==> config.mk <==
export PLATFORM = sky130hd
export DESIGN_NAME = pdm_dac_driver
export DESIGN_NICKNAME = d
export VERILOG_FILES = /design/src/rtl/dac_pkg.sv /design/src/rtl/sd_mod2_core.sv /design/src/rtl/pdm_dac_driver.sv
export SDC_FILE = /design/constraint.sdc
export NUM_CORES = 1
export LEC_CHECK = 0
export ABC_AREA = 1
export CORE_ASPECT_RATIO = 0.9
export CORE_UTILIZATION = 55
export DETAILED_ROUTE_END_ITERATION = 6
export GPL_TIMING_DRIVEN = 1
export PLACE_DENSITY = 0.82
export SYNTH_ARGS = -nofsm -noshare
export SYNTH_HDL_FRONTEND = slang
export SYNTH_SLANG_ARGS = --single-unit
==> constraint.sdc <==
create_clock -name clk -period 9.3 [get_ports clk]
set_input_delay 0.93 -clock clk [delete_from_list [all_inputs] [get_ports clk]]
set_output_delay 0.93 -clock clk [all_outputs]
set_load 0.05 [all_outputs]
==> src/rtl/dac_pkg.sv <==
// Shared types and constants for the PDM DAC output stage.
package dac_pkg;

  typedef enum logic [1:0] {
    IDLE      = 2'd0,
    RAMP_UP   = 2'd1,
    RUN       = 2'd2,
    RAMP_DOWN = 2'd3
  } dac_state_t;

  localparam int unsigned SAMPLE_W = 16;
  localparam int unsigned GAIN_W   = 9;
  localparam int          FB_POS   = 32767;
  localparam int          FB_NEG   = -32768;
  localparam int unsigned GAIN_MAX = 256;

endpackage

==> src/rtl/sd_mod2_core.sv <==
// Second-order delta-sigma modulator: two saturating integrators and a 1-bit quantiser.
module sd_mod2_core
  import dac_pkg::*;
#(
  parameter int unsigned INT_W = 24
) (
  input  logic                       clk,
  input  logic                       rst_n,
  input  logic                       clear,
  input  logic signed [SAMPLE_W-1:0] x,
  output logic                       bit_out
);

  // Two guard bits so the unclamped sums can never wrap before saturation.
  localparam int unsigned SUM_W = INT_W + 2;
  localparam logic signed [SUM_W-1:0] SAT_HI = SUM_W'((2 ** (INT_W - 2)) - 1);
  localparam logic signed [SUM_W-1:0] SAT_LO = SUM_W'(-(2 ** (INT_W - 2)));

  logic signed [INT_W-1:0] i1;
  logic signed [INT_W-1:0] i2;
  logic signed [INT_W-1:0] i1_n;
  logic signed [INT_W-1:0] i2_n;
  logic signed [SUM_W-1:0] fb;
  logic signed [SUM_W-1:0] sum1;
  logic signed [SUM_W-1:0] sum2;

  function automatic logic signed [INT_W-1:0] sat(input logic signed [SUM_W-1:0] v);
    if (v > SAT_HI) begin
      return INT_W'(SAT_HI);
    end else if (v < SAT_LO) begin
      return INT_W'(SAT_LO);
    end else begin
      return INT_W'(v);
    end
  endfunction

  // Loop arithmetic: feedback from the current output bit into both integrators.
  always_comb begin
    fb   = bit_out ? SUM_W'(FB_POS) : SUM_W'(FB_NEG);
    sum1 = SUM_W'(i1) + SUM_W'(x) - fb;
    i1_n = sat(sum1);
    sum2 = SUM_W'(i2) + SUM_W'(i1_n) - fb;
    i2_n = sat(sum2);
  end

  // Integrator and quantiser registers; while cleared emit a 50% zero-level pattern.
  always_ff @(posedge clk or negedge rst_n) begin
    if (!rst_n) begin
      i1      <= '0;
      i2      <= '0;
      bit_out <= 1'b0;
    end else if (clear) begin
      i1      <= '0;
      i2      <= '0;
      bit_out <= ~bit_out;
    end else begin
      i1      <= i1_n;
      i2      <= i2_n;
      bit_out <= ~i2_n[INT_W-1];
    end
  end

endmodule

==> src/rtl/pdm_dac_driver.sv <==
// Final audio stage: re-samples the upsampler output, applies a soft mute ramp,
// and drives a second-order delta-sigma bitstream.
module pdm_dac_driver
  import dac_pkg::*;
#(
  parameter int unsigned UPDATE_PERIOD = 142,
  parameter int unsigned RAMP_DIV      = 16,
  parameter int unsigned INT_W         = 24
) (
  input  logic                       clk,
  input  logic                       rst_n,
  input  logic                       enable,
  input  logic signed [SAMPLE_W-1:0] sample_in,
  output logic                       pdm_out,
  output logic                       update_strobe,
  output logic                       active,
  output logic                       idle
);

  localparam int unsigned CNT_W  = (UPDATE_PERIOD > 1) ? $clog2(UPDATE_PERIOD) : 1;
  localparam int unsigned RC_W   = (RAMP_DIV > 1) ? $clog2(RAMP_DIV) : 1;
  localparam int unsigned PROD_W = SAMPLE_W + GAIN_W;

  localparam logic [CNT_W-1:0]  CNT_LAST = CNT_W'(UPDATE_PERIOD - 1);
  localparam logic [RC_W-1:0]   RC_LAST  = RC_W'(RAMP_DIV - 1);
  localparam logic [GAIN_W-1:0] GAIN_TOP = GAIN_W'(GAIN_MAX);

  dac_state_t                 state;
  dac_state_t                 state_n;
  logic [GAIN_W-1:0]          gain;
  logic [GAIN_W-1:0]          gain_n;
  logic [RC_W-1:0]            ramp_cnt;
  logic [RC_W-1:0]            ramp_cnt_n;
  logic [CNT_W-1:0]           upd_cnt;
  logic signed [SAMPLE_W-1:0] x_reg;
  logic signed [PROD_W-1:0]   prod_c;
  logic                       ramp_tick;

  // Free-running re-sample counter; strobe follows the terminal count by one cycle.
  always_ff @(posedge clk or negedge rst_n) begin
    if (!rst_n) begin
      upd_cnt       <= '0;
      update_strobe <= 1'b0;
    end else begin
      upd_cnt       <= (upd_cnt == CNT_LAST) ? '0 : upd_cnt + 1'b1;
      update_strobe <= (upd_cnt == CNT_LAST);
    end
  end

  // Signed sample times unsigned gain; gain of 256 is unity after the shift.
  always_comb begin
    prod_c = PROD_W'(sample_in) * PROD_W'($signed({1'b0, gain}));
  end

  // Capture the scaled sample on each strobe, using the gain in force before any step.
  always_ff @(posedge clk or negedge rst_n) begin
    if (!rst_n) begin
      x_reg <= '0;
    end else if (update_strobe) begin
      x_reg <= SAMPLE_W'(prod_c >>> 8);
    end
  end

  // Gain ramp state machine: enable reacts every cycle, gain steps only on strobes.
  always_comb begin
    state_n    = state;
    gain_n     = gain;
    ramp_cnt_n = ramp_cnt;
    ramp_tick  = update_strobe && (ramp_cnt == RC_LAST);
    case (state)
      IDLE: begin
        gain_n     = '0;
        ramp_cnt_n = '0;
        if (enable) state_n = RAMP_UP;
      end
      RAMP_UP: begin
        if (!enable) begin
          state_n    = RAMP_DOWN;
          ramp_cnt_n = '0;
        end else if (gain == GAIN_TOP) begin
          state_n = RUN;
        end else if (update_strobe) begin
          if (ramp_tick) begin
            ramp_cnt_n = '0;
            gain_n     = gain + 1'b1;
            if (gain_n == GAIN_TOP) state_n = RUN;
          end else begin
            ramp_cnt_n = ramp_cnt + 1'b1;
          end
        end
      end
      RUN: begin
        gain_n     = GAIN_TOP;
        ramp_cnt_n = '0;
        if (!enable) state_n = RAMP_DOWN;
      end
      RAMP_DOWN: begin
        if (enable) begin
          state_n    = RAMP_UP;
          ramp_cnt_n = '0;
        end else if (gain == '0) begin
          state_n = IDLE;
        end else if (update_strobe) begin
          if (ramp_tick) begin
            ramp_cnt_n = '0;
            gain_n     = gain - 1'b1;
            if (gain_n == '0) state_n = IDLE;
          end else begin
            ramp_cnt_n = ramp_cnt + 1'b1;
          end
        end
      end
      default: begin
        state_n    = IDLE;
        gain_n     = '0;
        ramp_cnt_n = '0;
      end
    endcase
  end

  // State, gain and status flags; flags follow the next state so they align with it.
  always_ff @(posedge clk or negedge rst_n) begin
    if (!rst_n) begin
      state    <= IDLE;
      gain     <= '0;
      ramp_cnt <= '0;
      active   <= 1'b0;
      idle     <= 1'b1;
    end else begin
      state    <= state_n;
      gain     <= gain_n;
      ramp_cnt <= ramp_cnt_n;
      active   <= (state_n == RUN);
      idle     <= (state_n == IDLE);
    end
  end

  sd_mod2_core #(
    .INT_W(INT_W)
  ) u_core (
    .clk    (clk),
    .rst_n  (rst_n),
    .clear  (state == IDLE),
    .x      (x_reg),
    .bit_out(pdm_out)
  );

endmodule

Word-level counts from Yosys, hierarchy flattened
Index checks and enable logic that the tools add are counted.
{"block": "word_totals", "ff_bits": 91, "input_bits": 19}
{"block": "classes", "addsub": 8, "multipliers": 1, "magnitude_cmp": 4, "eq_ne": 18, "mux": 38, "n_bitwise": 2, "n_reduce_logical": 8}
{"cell": "$mux 24", "n": 6}
{"cell": "$mux 9", "n": 8}
{"cell": "$gt 26x23->1 const B", "n": 2}
{"cell": "$lt 26x23->1 const B", "n": 2}
{"cell": "$sub 26x26->26", "n": 2}
{"cell": "$pmux 9 s4", "n": 1}
{"cell": "$mux 26", "n": 1}
{"cell": "$add 24x16->25", "n": 1}
{"cell": "$add 24x24->25", "n": 1}
{"cell": "$mul 16x10->24", "n": 1}
{"cell": "$mux 2", "n": 12}
{"cell": "$mux 4", "n": 6}
{"cell": "$eq 9x9->1 const B", "n": 2}
{"cell": "$logic_not 9->1", "n": 2}
{"cell": "$ne 2x2->1 const B", "n": 8}
{"cell": "$pmux 4 s3", "n": 1}
{"cell": "$add 9x1->9 const B", "n": 1}
{"cell": "$sub 9x1->9 const B", "n": 1}
{"cell": "$add 8x1->8 const B", "n": 1}
{"cell": "$eq 8x8->1 const B", "n": 1}
{"cell": "$mux 8", "n": 1}
{"cell": "$pmux 2 s4", "n": 1}
{"cell": "$reduce_and 8->1", "n": 1}
{"cell": "$eq 2x2->1 const B", "n": 3}
{"cell": "other kinds (10)", "n": 13}

Longest topological paths before layout
{"block": "depth", "word_depth": 12, "mapped_depth": 54}

By module
Synthesis repeated with hierarchy kept, for this count alone.
{"block": "hier_totals", "hier_cells": 2140, "area_unflattened_um2": 15008.1}
{"module": "pdm_dac_driver", "instances": 1, "cells_each": 1064, "area_per_inst_um2": 7853.8}
{"module": "sd_mod2_core", "instances": 1, "cells_each": 1076, "area_per_inst_um2": 7154.4}

Worst setup path after synthesis
OpenSTA, ideal clock, no wires.
{"block": "synth_path", "path_kind": "flip-flop to flip-flop", "startpoint": "register u_core.bit_out", "endpoint": "register u_core.i2[12]", "setup_time_ns": 0.118, "t_arrival_ns": 6.750, "t_required_ns": 9.182, "path_slack_ns": 2.432, "stages_incl_launch_ff": 40, "period_less_slack_ns": 6.868, "path_cell_list": "dfrtp_1 -> inv_1 -> fa_1 -> nand3_1 -> nand3_1 -> nand2_1 -> nand2_1 -> nand2_1 -> nand3_1 -> nand2_1 -> nand2_1 -> nor2_1 -> nand2_1 -> nand2_4 -> buf_4 -> nand2_1 -> ha_1 -> fa_1 -> [... 4 more ...] -> a21oi_1 -> o21ai_0 -> a21boi_0 -> o21ai_0 -> xor2_1 -> ha_1 -> nand2_1 -> nor2_1 -> inv_1 -> nor3_1 -> nand3_1 -> nand3_1 -> nand2_1 -> nand2_1 -> nand3_2 -> nand3_4 -> buf_6 -> nand2_1"}
{"block": "synth_between", "elab_chain_len": 11, "elab_cells_between_ends": 13, "cone_classes": "add/sub (3); order compare (4); mux (6)"}
{"element": "start: declaration", "line_no": "sd_mod2_core.sv:11", "source": "output logic bit_out"}
{"element": "start signal: assignment", "line_no": "sd_mod2_core.sv:55", "source": "bit_out <= ~bit_out;"}
{"element": "start signal: assignment", "line_no": "sd_mod2_core.sv:59", "source": "bit_out <= ~i2_n[INT_W-1];"}
{"element": "$mux 26 *", "line_no": "sd_mod2_core.sv:39", "source": "fb = bit_out ? SUM_W'(FB_POS) : SUM_W'(FB_NEG);"}
{"element": "$sub 26x26->26", "line_no": "sd_mod2_core.sv:40", "source": "sum1 = SUM_W'(i1) + SUM_W'(x) - fb;"}
{"element": "$lt 26x23->1", "line_no": "sd_mod2_core.sv:30", "source": "end else if (v < SAT_LO) begin"}
{"element": "$mux 24", "line_no": "sd_mod2_core.sv:30"}
{"element": "$mux 24", "line_no": "sd_mod2_core.sv:28", "source": "if (v > SAT_HI) begin"}
{"element": "$add 24x24->25", "line_no": "sd_mod2_core.sv:42", "source": "sum2 = SUM_W'(i2) + SUM_W'(i1_n) - fb;"}
{"element": "$sub 26x26->26 *", "line_no": "sd_mod2_core.sv:42"}
{"element": "$lt 26x23->1", "line_no": "sd_mod2_core.sv:30"}
{"element": "$mux 24", "line_no": "sd_mod2_core.sv:30"}
{"element": "$mux 24 *", "line_no": "sd_mod2_core.sv:28"}
{"element": "$mux 24 *", "line_no": "sd_mod2_core.sv:52", "source": "end else if (clear) begin"}
{"element": "end signal: assignment", "line_no": "sd_mod2_core.sv:58", "source": "i2 <= i2_n;"}
{"element": "end: declaration", "line_no": "sd_mod2_core.sv:20", "source": "logic signed [INT_W-1:0] i2;"}
Every way passes the cells marked *; elsewhere a longest branch is shown, timed or not.
A chain may end at the register's enable or synchronous reset.

Worst setup path in the final report
{"block": "layout_path", "startpoint": "register x_reg[8]", "endpoint": "register u_core.i2[3]"}
{"block": "layout_between", "elab_chain_len": 11, "elab_cells_between_ends": 13, "cone_classes": "add/sub (4); order compare (4); mux (5)"}
{"element": "start: declaration", "line_no": "pdm_dac_driver.sv:35", "source": "logic signed [SAMPLE_W-1:0] x_reg;"}
{"element": "start signal: assignment", "line_no": "pdm_dac_driver.sv:60", "source": "x_reg <= SAMPLE_W'(prod_c >>> 8);"}
{"element": "$add 24x16->25 *", "line_no": "sd_mod2_core.sv:40"}
{"element": "$sub 26x26->26 *", "line_no": "sd_mod2_core.sv:40"}
{"element": "$lt 26x23->1", "line_no": "sd_mod2_core.sv:30"}
{"element": "$mux 24", "line_no": "sd_mod2_core.sv:30"}
{"element": "$mux 24 *", "line_no": "sd_mod2_core.sv:28"}
{"element": "$add 24x24->25 *", "line_no": "sd_mod2_core.sv:42"}
{"element": "$sub 26x26->26 *", "line_no": "sd_mod2_core.sv:42"}
{"element": "$lt 26x23->1", "line_no": "sd_mod2_core.sv:30"}
{"element": "$mux 24", "line_no": "sd_mod2_core.sv:30"}
{"element": "$mux 24 *", "line_no": "sd_mod2_core.sv:28"}
{"element": "$mux 24 *", "line_no": "sd_mod2_core.sv:52"}
Marks and branches as above.

==> metrics.txt <==
largest incremental delay on the critical path=0.44 ns; Setup Crit Path Kind=reg2reg; Setup Buffers After CTS=0; Yosys reg bits=91; final period utilization=85.90%; CTS Buffer Depth=2; most frequent cell after synthesis=nand2_1; Pleak=0.008877 uW; largest family of logic cells by synthesized area=adder cells; GR Util All Layers=28.01%; CP arrival=8.28 ns; Buf/Inv on CP=4; Overall Power=2844 uW; post-route ant nets=0; first-pass GRT wire length=64310 microns; depth of the most critical reg-to-reg path=45; vias=13817; I/O Buffers=22; Residual DRC=6; initial antenna violation count=0; pin count of the biggest net entering global routing=71; post-synthesis cell count=2206; fin nets=2485; final hold viol count=0; Mean Syn Cell Area=6.845 sq um; row count=57; clk slew on worst S/H paths=0.08 ns; clock skew=0.01286 ns; post-route cell area=15810 sq um; Num CTS Buffers=9; maximum vdd drop=222.7 uV; H-tree depth=3; Startpoint Class=flip-flop; maximum fanout along the worst path=44; Area after DPL=15510 sq um; Min Clock Period, post-route=7.989 ns; Setup TNS=0 ns; layout cell share with drive strength beyond 1=3.374%; Achievable Freq=0.1252 GHz; worst slack at placement=1.402 ns; Starting DRT DRC Count=896; Non-Filler Instances=2547; final setup vio count=0; mux contribution to synthesized area=0.07458%; synth-to-layout area growth=4.707%; Seq/Total Area, Yosys=15.09%; outcome=complete, but fails checks; Initial Util=56.01%; Synth async-reset ratio=100.0%; maxcap violations=0; PwrDens=179.9 nW/um^2; Gate power share=72.9%; die extent in y=159.2 microns; cell area after synthesis=15100 sq um; Clock Latency Late Sink=0.36 ns; relative slew slack=18.66%; synthesized net count=2503; critical path depth=45; Distinct cells, synth=51; XOR/XNOR Fraction of Synth Area=6.323%; Main synth FF type=dfrtp_1; net switching power=1458 uW; CP max stage cell=o21ai_0; CTS Hold Buffers Added=0; Synth top area share=15.64%; core box area=26960 sq um; wirelength, routed=37490 microns; Int Power=1386 uW; vias in the first global route=13673; Root Buffer=clkbuf_16; Final WS setup=1.311 ns; Final GP Congestion=1.018; Worst EP required=9.59 ns; Flop pwr share=14.1%; Clock power frac=13.0%; max-slew violations=0; Initial DRT Pass Iterations=7; type of the tightest min-delay check=in2async; routed vias/inst=5.425; most frequent CP cell=nand2_1; CTS tree=yes; number of flops mapped to enable cells by yosys=0; post_cts resized=0; Setup crit end kind=flip-flop; area leader, netlist=fa_1; GRT Residual Overflow=0; Synth area leaders=fa_1, nand2_1, dfrtp_1, ha_1, inv_1; Worst path top cell family by delay=simple AND/OR/NAND/NOR gates; YS warnings=0; RSZ-0062 raised after global routing=false; simple-gate share of the synthesized area=26.76%; most frequent cells after synthesis=nand2_1, inv_1, ha_1; failing checks=design-rule violations; die area=28120 sq um; compound-cell area share of the yosys netlist=10.66%; CTS Sinks=91; switching share of power=51.26%; Avg WL per Cell=14.72 microns; Inst Count DP=2531; measured slew at the worst slew-check pin=1.219 ns; Die X=176.7 microns; IO Count=23; Synth Area in Adders=28.90%; Post-DP HPWL=30750 microns; ANT cells=0
==> through the flow <==
step | util, % | hold WS [ns]
floorplan | - | 0.4531
global placement | 57.55 | 0.4749
detailed placement | 57.55 | 0.4723
CTS | 58.65 | 0.4663
global route | 58.65 | 0.4773
finish | 58.65 | 0.4575
==> power groups by stage <==
stage	registers [uW]	clock network [uW]	logic [uW]
after floorplan	406	0	1610
after detailed placement	410	0	2050
after global routing	402	387	2380
final	402	369	2070
after CTS	402	375	2070
after global placement	410	0	2010
==> final cells by class <==
cell class,instances,area [sq um]
Timing Repair Buffer,25,240.2
Inverter,418,1569
Multi-Input combinational cell,1643,10980
Fill cell,2525,11150
Tap cell,354,442.9
Clock buffer,9,225.2
Sequential cell,91,2278
Clock inverter,7,70.07
==> final timing paths <==
kind | start | to | slack (ns)
worst max-delay path | x_reg[8]$_DFFE_PN0P_ | u_core.i2[3]$_DFF_PN0_ | 1.31
worst min-delay path | rst_n | u_core.i1[21]$_DFF_PN0_ | 0.46
worst max register to register | x_reg[8]$_DFFE_PN0P_ | u_core.i2[3]$_DFF_PN0_ | 1.31
worst min register to register | x_reg[4]$_DFFE_PN0P_ | x_reg[4]$_DFFE_PN0P_ | 0.49
max in group asynchronous | rst_n | u_core.i1[8]$_DFF_PN0_ | 7.65
min in group clk | x_reg[4]$_DFFE_PN0P_ | x_reg[4]$_DFFE_PN0P_ | 0.49
==> worst reg2reg max path, delay by kind of cell (launching register included) <==
family	cells	cell delay (ns)
AOI/OAI and AO/OA	9	2.05
DFF	1	0.39
buffers and inverters	4	0.28
adders and majority gates	5	1.72
and+or+nand+nor	25	3.14
xor gates and xnor gates	2	0.33
==> logic make-up after synthesis <==
group	after synthesis
XOR/XNOR	109
multiplexers	1
buffers and inverters	472
adder cells (fa/ha/maj)	278
AND/OR/NAND/NOR	970
flip-flops	91
AO/OA/AOI/OAI	285
==> placed cells by master, fill, tap and decap left out, types with 42 or more instances in the layout <==
master     n
a21oi_1  139
dfrtp_1   90
fa_1     118
ha_1     160
inv_1    416
nand2_1  611
nand3_1  104
nor2_1   155
o21ai_0   75
xnor2_1   42
xor2_1    67
==> per-layer routing <==
metal	wire (microns)	up-vias	GRT usage (%)
met3	2333	55	4.131
met1	17360	6492	39.94
li1	-	6867	-
met2	17130	403	44.21
met5	0	-	0
met4	668	0	7.602
Note: power is estimated with default switching activity, not from simulation.
